==> src/rtl/vga_pkg.sv <==
`default_nettype none
// ============================================================================
// Module      : vga_pkg
// Description : Shared constants for the 1024x768@60 video chain.
// Revision    : 1.1 - add timing defaults and counter width
// ============================================================================
package vga_pkg;

  localparam int HOR_PIXELS    = 1024;
  localparam int VER_PIXELS    = 768;

  localparam int HOR_TOTAL_DEF = 1344;
  localparam int HOR_FRONT_DEF = 24;
  localparam int HOR_SYNC_DEF  = 136;
  localparam int VER_TOTAL_DEF = 806;
  localparam int VER_FRONT_DEF = 3;
  localparam int VER_SYNC_DEF  = 6;

  localparam int CNT_WIDTH     = 11;

  typedef logic [CNT_WIDTH-1:0] cnt_t;

endpackage
`default_nettype wire

==> src/rtl/vga_if.sv <==
`default_nettype none
// ============================================================================
// Module      : vga_if
// Description : Raster position, sync, blanking and colour bundle between stages.
// Revision    : 1.0 - initial release
// ============================================================================
interface vga_if;
  import vga_pkg::*;

  cnt_t        vcount;
  logic        vsync;
  logic        vblnk;
  cnt_t        hcount;
  logic        hsync;
  logic        hblnk;
  logic [11:0] rgb;

  modport out (output vcount, vsync, vblnk, hcount, hsync, hblnk, rgb);
  modport in  (input  vcount, vsync, vblnk, hcount, hsync, hblnk, rgb);

endinterface
`default_nettype wire

==> src/rtl/vga_timing.sv <==
`default_nettype none
// ============================================================================
// Module      : vga_timing
// Description : Free-running raster generator; counts and flags registered together.
// Revision    : 1.1 - next-state flag decode, frame strobe
// ============================================================================
module vga_timing
  import vga_pkg::*;
#(
  parameter int HOR_PIXELS = vga_pkg::HOR_PIXELS,
  parameter int HOR_FRONT  = HOR_FRONT_DEF,
  parameter int HOR_SYNC   = HOR_SYNC_DEF,
  parameter int HOR_TOTAL  = HOR_TOTAL_DEF,
  parameter int VER_PIXELS = vga_pkg::VER_PIXELS,
  parameter int VER_FRONT  = VER_FRONT_DEF,
  parameter int VER_SYNC   = VER_SYNC_DEF,
  parameter int VER_TOTAL  = VER_TOTAL_DEF
) (
  input  logic   clk,
  input  logic   rst,
  vga_if.out     vga_out,
  output logic   frame_start
);

  generate
    if ((HOR_TOTAL - 1) >= (1 << CNT_WIDTH) || (VER_TOTAL - 1) >= (1 << CNT_WIDTH))
    begin : g_width_check
      $error("vga_timing: CNT_WIDTH cannot hold HOR_TOTAL-1 / VER_TOTAL-1");
    end
    if ((HOR_PIXELS + HOR_FRONT + HOR_SYNC) > HOR_TOTAL ||
        (VER_PIXELS + VER_FRONT + VER_SYNC) > VER_TOTAL)
    begin : g_geometry_check
      $error("vga_timing: active + porch + sync exceeds total");
    end
  endgenerate

  localparam cnt_t c_hor_last    = cnt_t'(HOR_TOTAL - 1);
  localparam cnt_t c_ver_last    = cnt_t'(VER_TOTAL - 1);
  localparam cnt_t c_hblnk_start = cnt_t'(HOR_PIXELS);
  localparam cnt_t c_hsync_start = cnt_t'(HOR_PIXELS + HOR_FRONT);
  localparam cnt_t c_hsync_end   = cnt_t'(HOR_PIXELS + HOR_FRONT + HOR_SYNC);
  localparam cnt_t c_vblnk_start = cnt_t'(VER_PIXELS);
  localparam cnt_t c_vsync_start = cnt_t'(VER_PIXELS + VER_FRONT);
  localparam cnt_t c_vsync_end   = cnt_t'(VER_PIXELS + VER_FRONT + VER_SYNC);

  // r_run is clear for the first edge after reset so the raster starts at (0,0)
  logic r_run;
  cnt_t r_hcount;
  cnt_t r_vcount;
  logic r_hsync;
  logic r_vsync;
  logic r_hblnk;
  logic r_vblnk;
  logic r_frame_start;

  cnt_t w_hnext;
  cnt_t w_vnext;
  logic w_hwrap;

  always_comb begin
    w_hwrap = (r_hcount == c_hor_last);
    w_hnext = '0;
    w_vnext = '0;
    if (r_run) begin
      w_hnext = w_hwrap ? '0 : r_hcount + cnt_t'(1);
      w_vnext = r_vcount;
      if (w_hwrap) begin
        w_vnext = (r_vcount == c_ver_last) ? '0 : r_vcount + cnt_t'(1);
      end
    end
  end

  // Flags decode the next-state counts so they land on the same edge as the counts
  always_ff @(posedge clk) begin
    if (rst) begin
      r_run         <= 1'b0;
      r_hcount      <= '0;
      r_vcount      <= '0;
      r_hsync       <= 1'b0;
      r_vsync       <= 1'b0;
      r_hblnk       <= 1'b0;
      r_vblnk       <= 1'b0;
      r_frame_start <= 1'b0;
    end else begin
      r_run         <= 1'b1;
      r_hcount      <= w_hnext;
      r_vcount      <= w_vnext;
      r_hblnk       <= (w_hnext >= c_hblnk_start);
      r_hsync       <= (w_hnext >= c_hsync_start) && (w_hnext < c_hsync_end);
      r_vblnk       <= (w_vnext >= c_vblnk_start);
      r_vsync       <= (w_vnext >= c_vsync_start) && (w_vnext < c_vsync_end);
      r_frame_start <= (w_hnext == '0) && (w_vnext == '0);
    end
  end

  assign vga_out.hcount = r_hcount;
  assign vga_out.vcount = r_vcount;
  assign vga_out.hsync  = r_hsync;
  assign vga_out.vsync  = r_vsync;
  assign vga_out.hblnk  = r_hblnk;
  assign vga_out.vblnk  = r_vblnk;
  assign vga_out.rgb    = 12'h000;
  assign frame_start    = r_frame_start;

endmodule
`default_nettype wire

==> src/flat_wrapper.sv <==
// flat-port wrapper written by rule: the top's interface ports become plain ports
module vga_timing_flat import vga_pkg::*;
#(
  parameter int HOR_PIXELS = vga_pkg::HOR_PIXELS,
  parameter int HOR_FRONT  = HOR_FRONT_DEF,
  parameter int HOR_SYNC   = HOR_SYNC_DEF,
  parameter int HOR_TOTAL  = HOR_TOTAL_DEF,
  parameter int VER_PIXELS = vga_pkg::VER_PIXELS,
  parameter int VER_FRONT  = VER_FRONT_DEF,
  parameter int VER_SYNC   = VER_SYNC_DEF,
  parameter int VER_TOTAL  = VER_TOTAL_DEF
)
  (clk, rst, frame_start, vga_out_vcount, vga_out_vsync, vga_out_vblnk, vga_out_hcount, vga_out_hsync, vga_out_hblnk, vga_out_rgb);
  vga_if vga_out_i ();
  input  logic clk;
  input  logic rst;
  output logic frame_start;
  output wire logic [$bits(vga_out_i.vcount)-1:0] vga_out_vcount;
  output wire logic [$bits(vga_out_i.vsync)-1:0] vga_out_vsync;
  output wire logic [$bits(vga_out_i.vblnk)-1:0] vga_out_vblnk;
  output wire logic [$bits(vga_out_i.hcount)-1:0] vga_out_hcount;
  output wire logic [$bits(vga_out_i.hsync)-1:0] vga_out_hsync;
  output wire logic [$bits(vga_out_i.hblnk)-1:0] vga_out_hblnk;
  output wire logic [$bits(vga_out_i.rgb)-1:0] vga_out_rgb;
  assign vga_out_vcount = vga_out_i.vcount;
  assign vga_out_vsync = vga_out_i.vsync;
  assign vga_out_vblnk = vga_out_i.vblnk;
  assign vga_out_hcount = vga_out_i.hcount;
  assign vga_out_hsync = vga_out_i.hsync;
  assign vga_out_hblnk = vga_out_i.hblnk;
  assign vga_out_rgb = vga_out_i.rgb;
  vga_timing #(.HOR_PIXELS(HOR_PIXELS), .HOR_FRONT(HOR_FRONT), .HOR_SYNC(HOR_SYNC), .HOR_TOTAL(HOR_TOTAL), .VER_PIXELS(VER_PIXELS), .VER_FRONT(VER_FRONT), .VER_SYNC(VER_SYNC), .VER_TOTAL(VER_TOTAL)) u_core (.clk(clk), .rst(rst), .vga_out(vga_out_i), .frame_start(frame_start));
endmodule
==> config.mk <==
export PLATFORM = sky130hd
export DESIGN_NAME = vga_timing_flat
export DESIGN_NICKNAME = d
export VERILOG_FILES = /design/src/rtl/vga_pkg.sv /design/src/rtl/vga_if.sv /design/src/rtl/vga_timing.sv /design/src/flat_wrapper.sv
export SDC_FILE = /design/constraint.sdc
export NUM_CORES = 1
export LEC_CHECK = 0
export ABC_AREA = 1
export BUFFER_PORTS_ARGS = -buffer_cell sky130_fd_sc_hd__clkbuf_2
export CAP_MARGIN = 0
export CORE_MARGIN = 5
export CORE_UTILIZATION = 36
export DETAILED_ROUTE_END_ITERATION = 6
export HOLD_SLACK_MARGIN = 0.12
export PLACE_DENSITY = 0.59
export RECOVER_POWER = 50
export SETUP_SLACK_MARGIN = 0.15
export SLEW_MARGIN = 30
export SYNTH_ARGS = -nofsm -noshare
export SYNTH_HDL_FRONTEND = slang
export SYNTH_SLANG_ARGS = --single-unit
==> constraint.sdc <==
create_clock -name clk -period 4.2 [get_ports clk]
set_input_delay 1.26 -clock clk [delete_from_list [all_inputs] [get_ports clk]]
set_output_delay 1.26 -clock clk [all_outputs]
set_load 0.02 [all_outputs]
After elaboration in Yosys (flattened, before gate mapping)
Index checks and enable logic that the tools add are counted.
{"block": "classes", "addsub": 2, "magnitude_cmp": 6, "eq_ne": 2, "muxes": 6, "n_reduce_logical": 5}
{"cell": "11-bit two-way mux", "n": 5}
{"cell": "11-bit by 1-bit adder with 11-bit output (second input constant)", "n": 2}
{"cell": "11-bit by 10-bit >= comparator with 1-bit output (second input constant)", "n": 2}
{"cell": "11-bit >= comparator (second input constant)", "n": 2}
{"cell": "11-bit logical NOT", "n": 2}
{"cell": "11-bit by 10-bit == test with 1-bit output (second input constant)", "n": 1}
{"cell": "11-bit == test (second input constant)", "n": 1}
{"cell": "11-bit by 10-bit < comparator with 1-bit output (second input constant)", "n": 1}
{"cell": "11-bit < comparator (second input constant)", "n": 1}
{"cell": "1-bit logical AND", "n": 3}
{"cell": "1-bit two-way mux", "n": 1}
{"block": "word_totals", "register_bits": 28, "word_cells": 29}

Depth between registers and ports, before layout
Gate-level depths: netlist (run 1).
{"block": "logic_depth", "depth_word": 6, "mapped_depth": 13, "ltp_nobuf": 13}

Worst setup path after synthesis (run 1)
Ideal clock, no wire load.
{"block": "synth_timing", "path_kind": "register -> output", "start": "register, netlist name u_core.vga_out.hblnk", "end": "output port vga_out_hcount[10]", "arrival_time_ns": 0.679, "required_time_ns": 2.940, "slack_ns": 2.261, "path_stages_with_launch": 2, "cell_sequence": "dfxtp_1 buf_4"}
{"item": "to (decl)", "line": "flat_wrapper.sv:21", "rtl": "output wire logic [$bits(vga_out_i.hcount)-1:0] vga_out_hcount;"}

Worst setup path after layout (run 1)
{"block": "layout_timing", "start": "register u_core.r_hcount[0], in the netlist u_core.vga_out.hcount[0]", "end": "register u_core.r_frame_start, in the netlist u_core.frame_start"}
{"block": "layout_between", "elab_chain_len": 5, "elab_cells_between_ends": 9}
{"item": "from (decl)", "line": "vga_timing.sv:48", "rtl": "cnt_t r_hcount;"}
{"item": "from (signal assigned)", "line": "vga_timing.sv:86", "rtl": "r_hcount <= w_hnext;"}
{"item": "11-bit by 1-bit adder with 11-bit output / 11-bit == test (equally long branches)", "line": "vga_timing.sv:65, vga_timing.sv:61"}
{"item": "11-bit two-way mux, on equally long branches", "line": "vga_timing.sv:65, vga_timing.sv:67"}
{"item": "11-bit two-way mux", "line": "vga_timing.sv:64", "rtl": "if (r_run) begin"}
{"item": "11-bit logical NOT", "line": "vga_timing.sv:92", "rtl": "r_frame_start <= (w_hnext == '0) && (w_vnext == '0);"}
{"item": "1-bit logical AND *", "line": "vga_timing.sv:92"}
{"item": "to (signal assigned)", "line": "vga_timing.sv:92"}
{"item": "to (decl)", "line": "vga_timing.sv:54", "rtl": "logic r_frame_start;"}
Mark *: on every way between the ends. The rest lies on a longest branch, timed or not.
A chain may end at the register's enable or synchronous reset.

==> results.txt, run 1 <==
power consumption: 0.000436 W
Hold Crit Class: register to register
R2R Path End: u_core.frame_start
Worst Hold Path EP: u_core.vga_out.hcount[8]
Hold Path Cell Cnt: 4
clock latency on the worst-skew pair: 270 ps
Final GP Congestion: 0.867
final critical-path required period: 2900 ps
Worst R2R Setup Slack: 1300 ps
nets@finish: 332
Post-Syn Area: 1870 sq um
Synth Area in Simple Gates: 0.504
CTS clk-pin slew, worst paths: 90 ps
starting density of the core: 0.368
part of the Yosys area used for sequential elements: 0.290
most frequent cell after synthesis: nand2_1
worst hold start: u_core.vga_out.hcount[8]
Clock Path Buffers: 2
num rows: 26
adder-cell share of the synthesized area: 0.0201
Avg Inst Size Synth: 6.20 sq um
VDD IR max: 0.135 mV
Die Y: 82.0 um
Seq cells post-synth: 27
Async SR Flop Fraction: 0
Clock Skew: 6.26 ps
Hold Vio Cnt, Final: 0
Synth warnings: 0
first-pass GRT wire length: 7630 um
Finished Layout Cells: 396
initial DRC count: 145
outcome: finished clean
r2r startpoint: u_core.vga_out.hcount[0]
CTS tree: built
mux cell area share after synthesis: 0
Post-CTS Setup Bufs: 0
met2 usage: 0.213
die width: 82.0 um
CTS root buffer: clkbuf_8
cell taking the most area after synthesis: dfxtp_1
per-cell routed wire length: 11.7 um
die footprint: 6720 sq um
global-route track usage on met1: 0.217
Post-DRT Antenna Nets: 0
I/O pin cnt: 41
GRT overflow: 0
setup_tns: 0 ps
CTS Hold Bufs: 0
Setup Viol. Count Final: 0
Yosys cell types: 31
Setup WS pre-CTS: 1890 ps
GRT Util Overall: 0.146
First-pass DRT Iterations: 6
Worst setup SP type: register
slew margin rel.: 0.0448
Critical Path Start: u_core.vga_out.hcount[0]
vias in the first global route: 1612
final period utilization: 0.690
pin count of the biggest net entering global routing: 17
XOR/XNOR Fraction of Synth Area: 0.00469
area share of the largest cell type after synthesis: 0.290
global route hottest layer: met1
area grow syn2layout: 7.44%
FMAX: 345 MHz
Max-Cap Viols: 0
CP Max Fanout: 15
post-cts resize count: 0
WL final: 4640 um
DPL Wire Length: 3630 um
top cells by count, synth: nand2_1 (86), nor2_1 (58), nand3_1 (34), inv_1 (33), dfxtp_1 (27)
Final WS setup: 1300 ps
PwrDens: 217 nW/um^2
largest family of logic cells by synthesized area: simple AND/OR/NAND/NOR gates
vias per cell: 4.67
detailed-route DRC error count: 0
Critical Path AT: 3110 ps
vias: 1851
Slew Viols, Final: 0
synth top area cells: dfxtp_1 (29%), nand2_1 (17%), nor2_1 (12%), nand3_1 (9.1%), inv_1 (6.6%)
Critical Path RT: 4410 ps
post-route core utilization: 0.395
core area: 5070 sq um
H-tree depth: 1
EDFF count, synth: 0
layout cells sized above 1: 0.126
ant diodes: 0
port bufs: 28
GRT met3 Usage: 0.0241
CP endpoint kind: register
RSZ-0062 raised after global routing: no
fillers: 590
compound-cell area share of the yosys netlist: 0.0382
worst reg-to-reg path cell count: 11
LEAKAGE: 0.956 nW
Post-Syn Instances: 301
worst slew pin tran: 1430 ps
Placed Instances: 392
clock net sink count: 27
kind of critical path: register to register
total CTS buffers: 3
main flop type after synthesis: dfxtp_1
antenna violations before repair: 0
-- kinds of logic after synthesis --
group / after synthesis
simple gates: 209
buf+inv: 51
flops: 27
compound gates: 9
fa+ha+maj: 3
xor+xnor: 1
other cells: 1
-- registers in the layout, summed over array words and instances (netlist names) --
name	count
u_core.vga_out.vsync	1
u_core.frame_start	1
u_core.r_run	1
u_core.vga_out.hblnk	1
u_core.vga_out.vcount	11
u_core.vga_out.vblnk	1
u_core.vga_out.hcount	10
u_core.vga_out.hsync	1
-- routing by layer --
layer  share of wire  wire length (um)  vias to the layer above
met5               0                 0                        -
met4           0.011                53                        0
met3           0.058               271                        8
met2            0.44              2060                       59
met1            0.49              2250                      824
li1                -                 -                      960
-- power by group --
group          total (W)  leakage, nW  internal (W)  switching [W]
Combinational  0.0000256        0.715    0.00000454      0.0000211
Clock           0.000148       0.0228     0.0000680      0.0000799
Sequential      0.000262        0.218      0.000258     0.00000427
-- layout by cell type, fill, tap and decap left out, types with 2 or more instances in the layout --
cell type	n
dfxtp_1	27
clkbuf_1	7
inv_1	33
nor2_1	60
o21ai_0	2
nand2_2	4
nor3_1	4
nor2_2	2
clkbuf_2	22
nand2_1	91
clkbuf_8	3
conb_1	12
nand4_1	6
or2_2	2
ha_1	3
nand3_1	34
-- through the flow --
step,hold slack [ps],instance area (sq um)
2_1_floorplan,617,1910
3_3_place_gp,642,1990
3_5_place_dp,633,1990
4_1_cts,648,2040
5_1_grt,685,2000
6_report,645,2000
-- worst max path at each step --
| stage | endpoint | slack, ps | depth (start not counted) |
|---|---|---|---|
| after floorplan | vga_out_hcount[10] | 2260 | 1 |
| after global placement | u_core.vga_out.vblnk | 1950 | 5 |
| after detailed placement | u_core.vga_out.vblnk | 1890 | 5 |
| after CTS | vga_out_vcount[0] | 1950 | 1 |
| after global routing | u_core.frame_start | 930 | 11 |
| final | u_core.frame_start | 1300 | 11 |
-- critical path, stage by stage (launching register included) --
cell     delay, ps
dfxtp_1        460
ha_1           240
nand2_1        100
nor2_4         160
nand2_2         50
nor2_1        1070
nand2_1        250
nand3_1        140
nand3_1        110
nor2_1         100
nand2_1         70
nor2_2          80
-- layout make-up --
cell class / instances / area (sq um) / share of cell area
Multi-Input combinational cell: 234 / 1070 / 0.536
Sequential cell: 27 / 541 / 0.270
Timing Repair Buffer: 28 / 133 / 0.0662
Inverter: 33 / 124 / 0.0618
Tap cell: 70 / 87.6 / 0.0437
Clock buffer: 4 / 45.0 / 0.0225
No activity file was read; power rests on OpenSTA's default activity.
==> inputs of run 2 (changes only) <==
--- a/config.mk
+++ b/config.mk
@@ -12,7 +12,7 @@
 export CORE_UTILIZATION = 36
 export DETAILED_ROUTE_END_ITERATION = 6
 export HOLD_SLACK_MARGIN = 0.12
-export PLACE_DENSITY = 0.59
+export PLACE_DENSITY = 0.61
 export RECOVER_POWER = 50
 export SETUP_SLACK_MARGIN = 0.15
 export SLEW_MARGIN = 30
==> constraint.sdc (replaced) <==
create_clock -name clk -period 2.4 [get_ports clk]
set_input_delay 0.72 -clock clk [delete_from_list [all_inputs] [get_ports clk]]
set_output_delay 0.72 -clock clk [all_outputs]
set_load 0.02 [all_outputs]
==> results.txt, run 2 (synthesis results as in run 1) <==
outcome: finished clean
Critical Path AT: 2230 ps (-880 ps)
Setup WS pre-CTS: 286 ps (-1610 ps)
CTS clk-pin slew, worst paths: 100 ps (about the same)
Finished Layout Cells: 400 (+1.0%)
vias: 1861 (+0.54%)
CTS root buffer: clkbuf_8
number of flip-flops in the largest register: 11 (unchanged)
slowest stage delay, CP: 440 ps (-630 ps)
per-cell routed wire length: 11.7 um (-0.42%)
WL final: 4670 um (+0.58%)
I/O pin cnt: 41 (unchanged)
Final WS setup: 399 ps (-904 ps)
most common cell after layout, fill and taps aside: nand2_1
FMAX: 500 MHz (+45%)
setup_tns: 0 ps (unchanged)
Critical Path RT: 2630 ps (-1780 ps)
CTS Hold Bufs: 0 (unchanged)
DPL Wire Length: 3640 um (+0.26%)
RSZ-0062 raised after global routing: no
pin count of the biggest net entering global routing: 16 (-1)
clock net sink count: 27 (unchanged)
starting density of the core: 0.368 (unchanged)
Buf/Inv on CP: 1 (+1)
port bufs: 28 (unchanged)
GRT Util Overall: 0.149 (+0.00306)
die footprint: 6720 sq um (unchanged)
Placed Instances: 394 (+0.51%)
LEAKAGE: 0.957 nW (about the same)
Hold Path Cell Cnt: 2 (-2)
r2r startpoint: u_core.vga_out.hcount[0]
num rows: 26 (unchanged)
clock latency on the worst-skew pair: 280 ps (about the same)
vias in the first global route: 1675 (+3.9%)
area grow syn2layout: 10.7%
M1 wire length: 2190 um (-2.8%)
ant diodes: 0 (unchanged)
final period utilization: 0.834 (+0.144)
commonest non-fill, non-tap cells in the layout: nand2_1 (86), nor2_1 (57), nand3_1 (34)
vias per cell: 4.65 (-0.47%)
Clock Path Buffers: 2 (unchanged)
Die Y: 82.0 um (unchanged)
GRT overflow: 0 (unchanged)
detailed-route DRC error count: 0 (unchanged)
top sig layer: met4
core area: 5070 sq um (unchanged)
die width: 82.0 um (unchanged)
total CTS buffers: 3 (unchanged)
Hold Vio Cnt, Final: 0 (unchanged)
Setup Viol. Count Final: 0 (unchanged)
Final GP Congestion: 0.846 (-2.4%)
CP Max Fanout: 9 (-6)
PwrDens: 377 nW/um^2 (+73%)
first-pass GRT wire length: 7790 um (+2.1%)
CP endpoint kind: register
Slew Viols, Final: 0 (unchanged)
VDD IR max: 0.202 mV (+50%)
CP max-delay cell: dfxtp_1
met2 wire length: 2120 um (+2.6%)
Fin Hold WS: 627 ps (-18.2 ps)
nets@finish: 336 (+1.2%)
CTS tree: built
R2R Path End: u_core.frame_start
Worst setup SP type: register
Hold Crit Class: input pin to register
Worst R2R Setup Slack: 400 ps (-900 ps)
final critical-path required period: 2000 ps (-896 ps)
fillers: 606 (+2.7%)
Post-DRT Antenna Nets: 0 (unchanged)
kind of critical path: register to register
met3 WL post-DR: 293 um (+8.1%)
Worst Hold Path EP: u_core.r_run
Top delay family on crit path: simple AND/OR/NAND/NOR gates
cells along the critical path: ha_1 -> nand2_2 -> nor2_4 -> nand2_2 -> nor2_4 -> clkbuf_1 -> a21oi_2 -> nor2_1 -> nand2_1 -> nor2_1 -> nand3_1 -> nor2_2
worst reg-to-reg path cell count: 12 (+1)
Max-Cap Viols: 0 (unchanged)
worst hold start: rst
Clock Skew: 6.02 ps (-0.235 ps)
antenna violations before repair: 0 (unchanged)
initial DRC count: 161 (+11%)
layout cells sized above 1: 0.124 (-0.00152)
H-tree depth: 1 (unchanged)
First-pass DRT Iterations: 4 (-2)
==> run 2: where the power goes <==
group | switching (W) | internal (W) | leakage [nW]
registers | 0.00000328 | 0.000452 | 0.218
logic | 0.0000414 | 0.0000101 | 0.713
clock network | 0.000154 | 0.000117 | 0.0255
total | 0.000199 | 0.000578 | 0.957
==> run 2: worst max path at each step <==
| stage | from | end | slack (ps) | cells past startpoint |
|---|---|---|---|---|
| floorplan | u_core.vga_out.hcount[0] | u_core.vga_out.vblnk | 560 | 10 |
| global placement | u_core.vga_out.hcount[0] | u_core.vga_out.vsync | 310 | 12 |
| detailed placement | u_core.vga_out.hcount[0] | u_core.vga_out.vsync | 290 | 12 |
| CTS | u_core.vga_out.hcount[0] | u_core.frame_start | 270 | 11 |
| global route | u_core.vga_out.hcount[0] | u_core.frame_start | 150 | 11 |
| finish | u_core.vga_out.hcount[0] | u_core.frame_start | 400 | 12 |
==> run 2: repair_timing <==
action,in CTS,in global routing
endpoints found under the setup margin,0,2
hold endpoints to repair,0,0
buffers inserted,0,2
resized for setup,0,3
==> run 2: layout make-up <==
cell class	instances	area, sq um	share of cell area
Clock buffer	3	41.3	0.0200
Timing Repair Buffer	32	156	0.0758
Tap cell	70	87.6	0.0424
Clock inverter	1	5.00	0.00242
Inverter	33	124	0.0600
Multi-Input combinational cell	234	1110	0.538
Sequential cell	27	541	0.262
==> run 2: per-stage QoR <==
step           power, W  utilization  area [sq um]
4_1_cts        0.000795        0.405          2060
6_report       0.000778        0.407          2060
5_1_grt        0.000818        0.407          2060
2_1_floorplan  0.000520            -          1910
3_5_place_dp   0.000517        0.396          2010
3_3_place_gp   0.000518        0.396          2010
==> run 2: routing by layer <==
layer	GRT usage	vias up
met5	0	-
met4	0.0548	0
met3	0.0219	7
met2	0.236	45
met1	0.203	839
li1	-	970
==> inputs of run 3 (changes only) <==
==> constraint.sdc (replaced) <==
create_clock -name clk -period 1.6 [get_ports clk]
set_input_delay 0.48 -clock clk [delete_from_list [all_inputs] [get_ports clk]]
set_output_delay 0.48 -clock clk [all_outputs]
set_load 0.02 [all_outputs]
==> results.txt, run 3 (synthesis results as in run 1) <==
Hold Crit Class: input pin to register
ant diodes: 0 (unchanged)
core area: 5070 sq um (unchanged)
most common cell after layout, fill and taps aside: nand2_1
r2r startpoint: u_core.vga_out.hcount[0]
Die Y: 82.0 um (unchanged)
Worst Setup EP: u_core.vga_out.hsync
PwrDens: 449 nW/um^2 (+19%)
first-pass GRT wire length: 8800 um (+13%)
CTS Hold Bufs: 0 (unchanged)
CTS tree: built
Clock Path Buffers: 2 (unchanged)
VDD IR max: 0.271 mV (+34%)
Hold Vio Cnt, Final: 0 (unchanged)
I/O pin cnt: 41 (unchanged)
CP endpoint kind: register
Slew Viols, Final: 0 (unchanged)
Finished Layout Cells: 451 (+13%)
GRT overflow: 0 (unchanged)
antenna violations before repair: 0 (unchanged)
commonest non-fill, non-tap cells in the layout: nand2_1 (78), buf_4 (51), nor2_1 (46)
FMAX: 596 MHz (+19%)
vias per cell: 4.70 (+1.1%)
clock net sink count: 27 (unchanged)
Critical Path Start: u_core.vga_out.hcount[0]
outcome: complete, but fails checks
per-cell routed wire length: 12.2 um (+4.7%)
Clock Skew: 2.19 ps (-3.83 ps)
num rows: 26 (unchanged)
layout cells sized above 1: 0.362 (+0.238)
kind of critical path: register to register
GRT Util Overall: 0.169 (+0.0202)
Setup WS pre-CTS: -80.8 ps (-367 ps)
H-tree depth: 1 (unchanged)
setup_tns: -195 ps (-195 ps)
Worst R2R Setup Slack: -80 ps (-480 ps)
post-route core utilization: 0.517 (+0.110)
vias in the first global route: 1954 (+17%)
pin count of the biggest net entering global routing: 15 (-1)
clock latency on the worst-skew pair: 270 ps (about the same)
worst reg-to-reg path cell count: 10 (-2)
Final WS setup: -76.5 ps (-475 ps)
CP Max Fanout: 6 (-3)
WL final: 5510 um (+18%)
number of flip-flops in the largest register: 11 (unchanged)
area grow syn2layout: 40.7%
Setup Viol. Count Final: 4 (+4)
First-pass DRT Iterations: 4 (unchanged)
Critical Path RT: 1770 ps (-860 ps)
final critical-path required period: 1680 ps (-325 ps)
detailed-route DRC error count: 0 (unchanged)
Post-DRT Antenna Nets: 0 (unchanged)
starting density of the core: 0.368 (unchanged)
nets@finish: 387 (+15%)
Worst setup SP type: register
RSZ-0062 raised after global routing: yes
LEAKAGE: 1.24 nW (+30%)
CTS root buffer: clkbuf_8
initial DRC count: 133 (-17%)
R2R Path End: u_core.vga_out.hsync
Placed Instances: 438 (+11%)
final period utilization: 1.05 (+0.214)
total CTS buffers: 3 (unchanged)
power consumption: 0.00118 W (+51%)
DPL Wire Length: 4160 um (+14%)
vias: 2121 (+14%)
Max-Cap Viols: 0 (unchanged)
failing checks: setup timing
port bufs: 28 (unchanged)
Critical Path AT: 1850 ps (-380 ps)
CTS clk-pin slew, worst paths: 100 ps (about the same)
die footprint: 6720 sq um (unchanged)
Final GP Congestion: 0.863 (+2.0%)
die width: 82.0 um (unchanged)
run 3: repair_timing:
| action | CTS | global route |
|---|---|---|
| endpoints found under the setup margin | 10 | 27 |
| gates resized for setup | 19 | 36 |
| setup buffers | 6 | 3 |
| pin swaps | 7 | 12 |
run 3: report_power, final:
part / internal [W] / switching (W)
Combinational: 0.0000270 / 0.0000709
Clock: 0.000179 / 0.000224
Sequential: 0.000672 / 0.00000461
Total: 0.000878 / 0.000300
run 3: final cells by class:
class	instances	area, sq um
well taps	70	87.6
repair buffers	83	581
inverters	33	124
fillers	520	2450
clock buffers	4	45.0
flip-flops and latches	27	566
multi-input cells	234	1220
run 3: through the flow:
stage          cell area [sq um]  hold slack [ps]
2_1_floorplan               1930              549
3_3_place_gp                2380              616
3_5_place_dp                2380              641
4_1_cts                     2530              390
5_1_grt                     2630              413
6_report                    2630              411
run 3: layer usage:
metal,share of wire,wire [um],vias up,track usage
li1,-,-,1081,-
met1,0.48,2650,990,0.230
met2,0.48,2630,46,0.278
met3,0.033,183,4,0.0175
met4,0.0069,38,0,0.0532
met5,0,0,-,0
run 3: worst min path at each step:
stage | end | slack (ps) | depth (start not counted) | startpoint
after floorplan | u_core.vga_out.hcount[0] | 550 | 1 | rst
after global placement | u_core.vga_out.hcount[8] | 620 | 4 | u_core.vga_out.hcount[8]
after detailed placement | u_core.vga_out.hcount[8] | 640 | 4 | u_core.vga_out.hcount[8]
after CTS | u_core.r_run | 390 | 2 | rst
after global routing | u_core.r_run | 410 | 2 | rst
final | u_core.r_run | 410 | 2 | rst
run 3: worst max-delay path, cell delays in order, from the launching register on:
cell,delay (ps)
dfxtp_4,370
ha_4,150
nand3_2,110
nor2_4,140
nand2_4,110
buf_6,140
nand4_1,120
buf_4,140
o22ai_1,60
o21ai_1,160
nor2_1,70
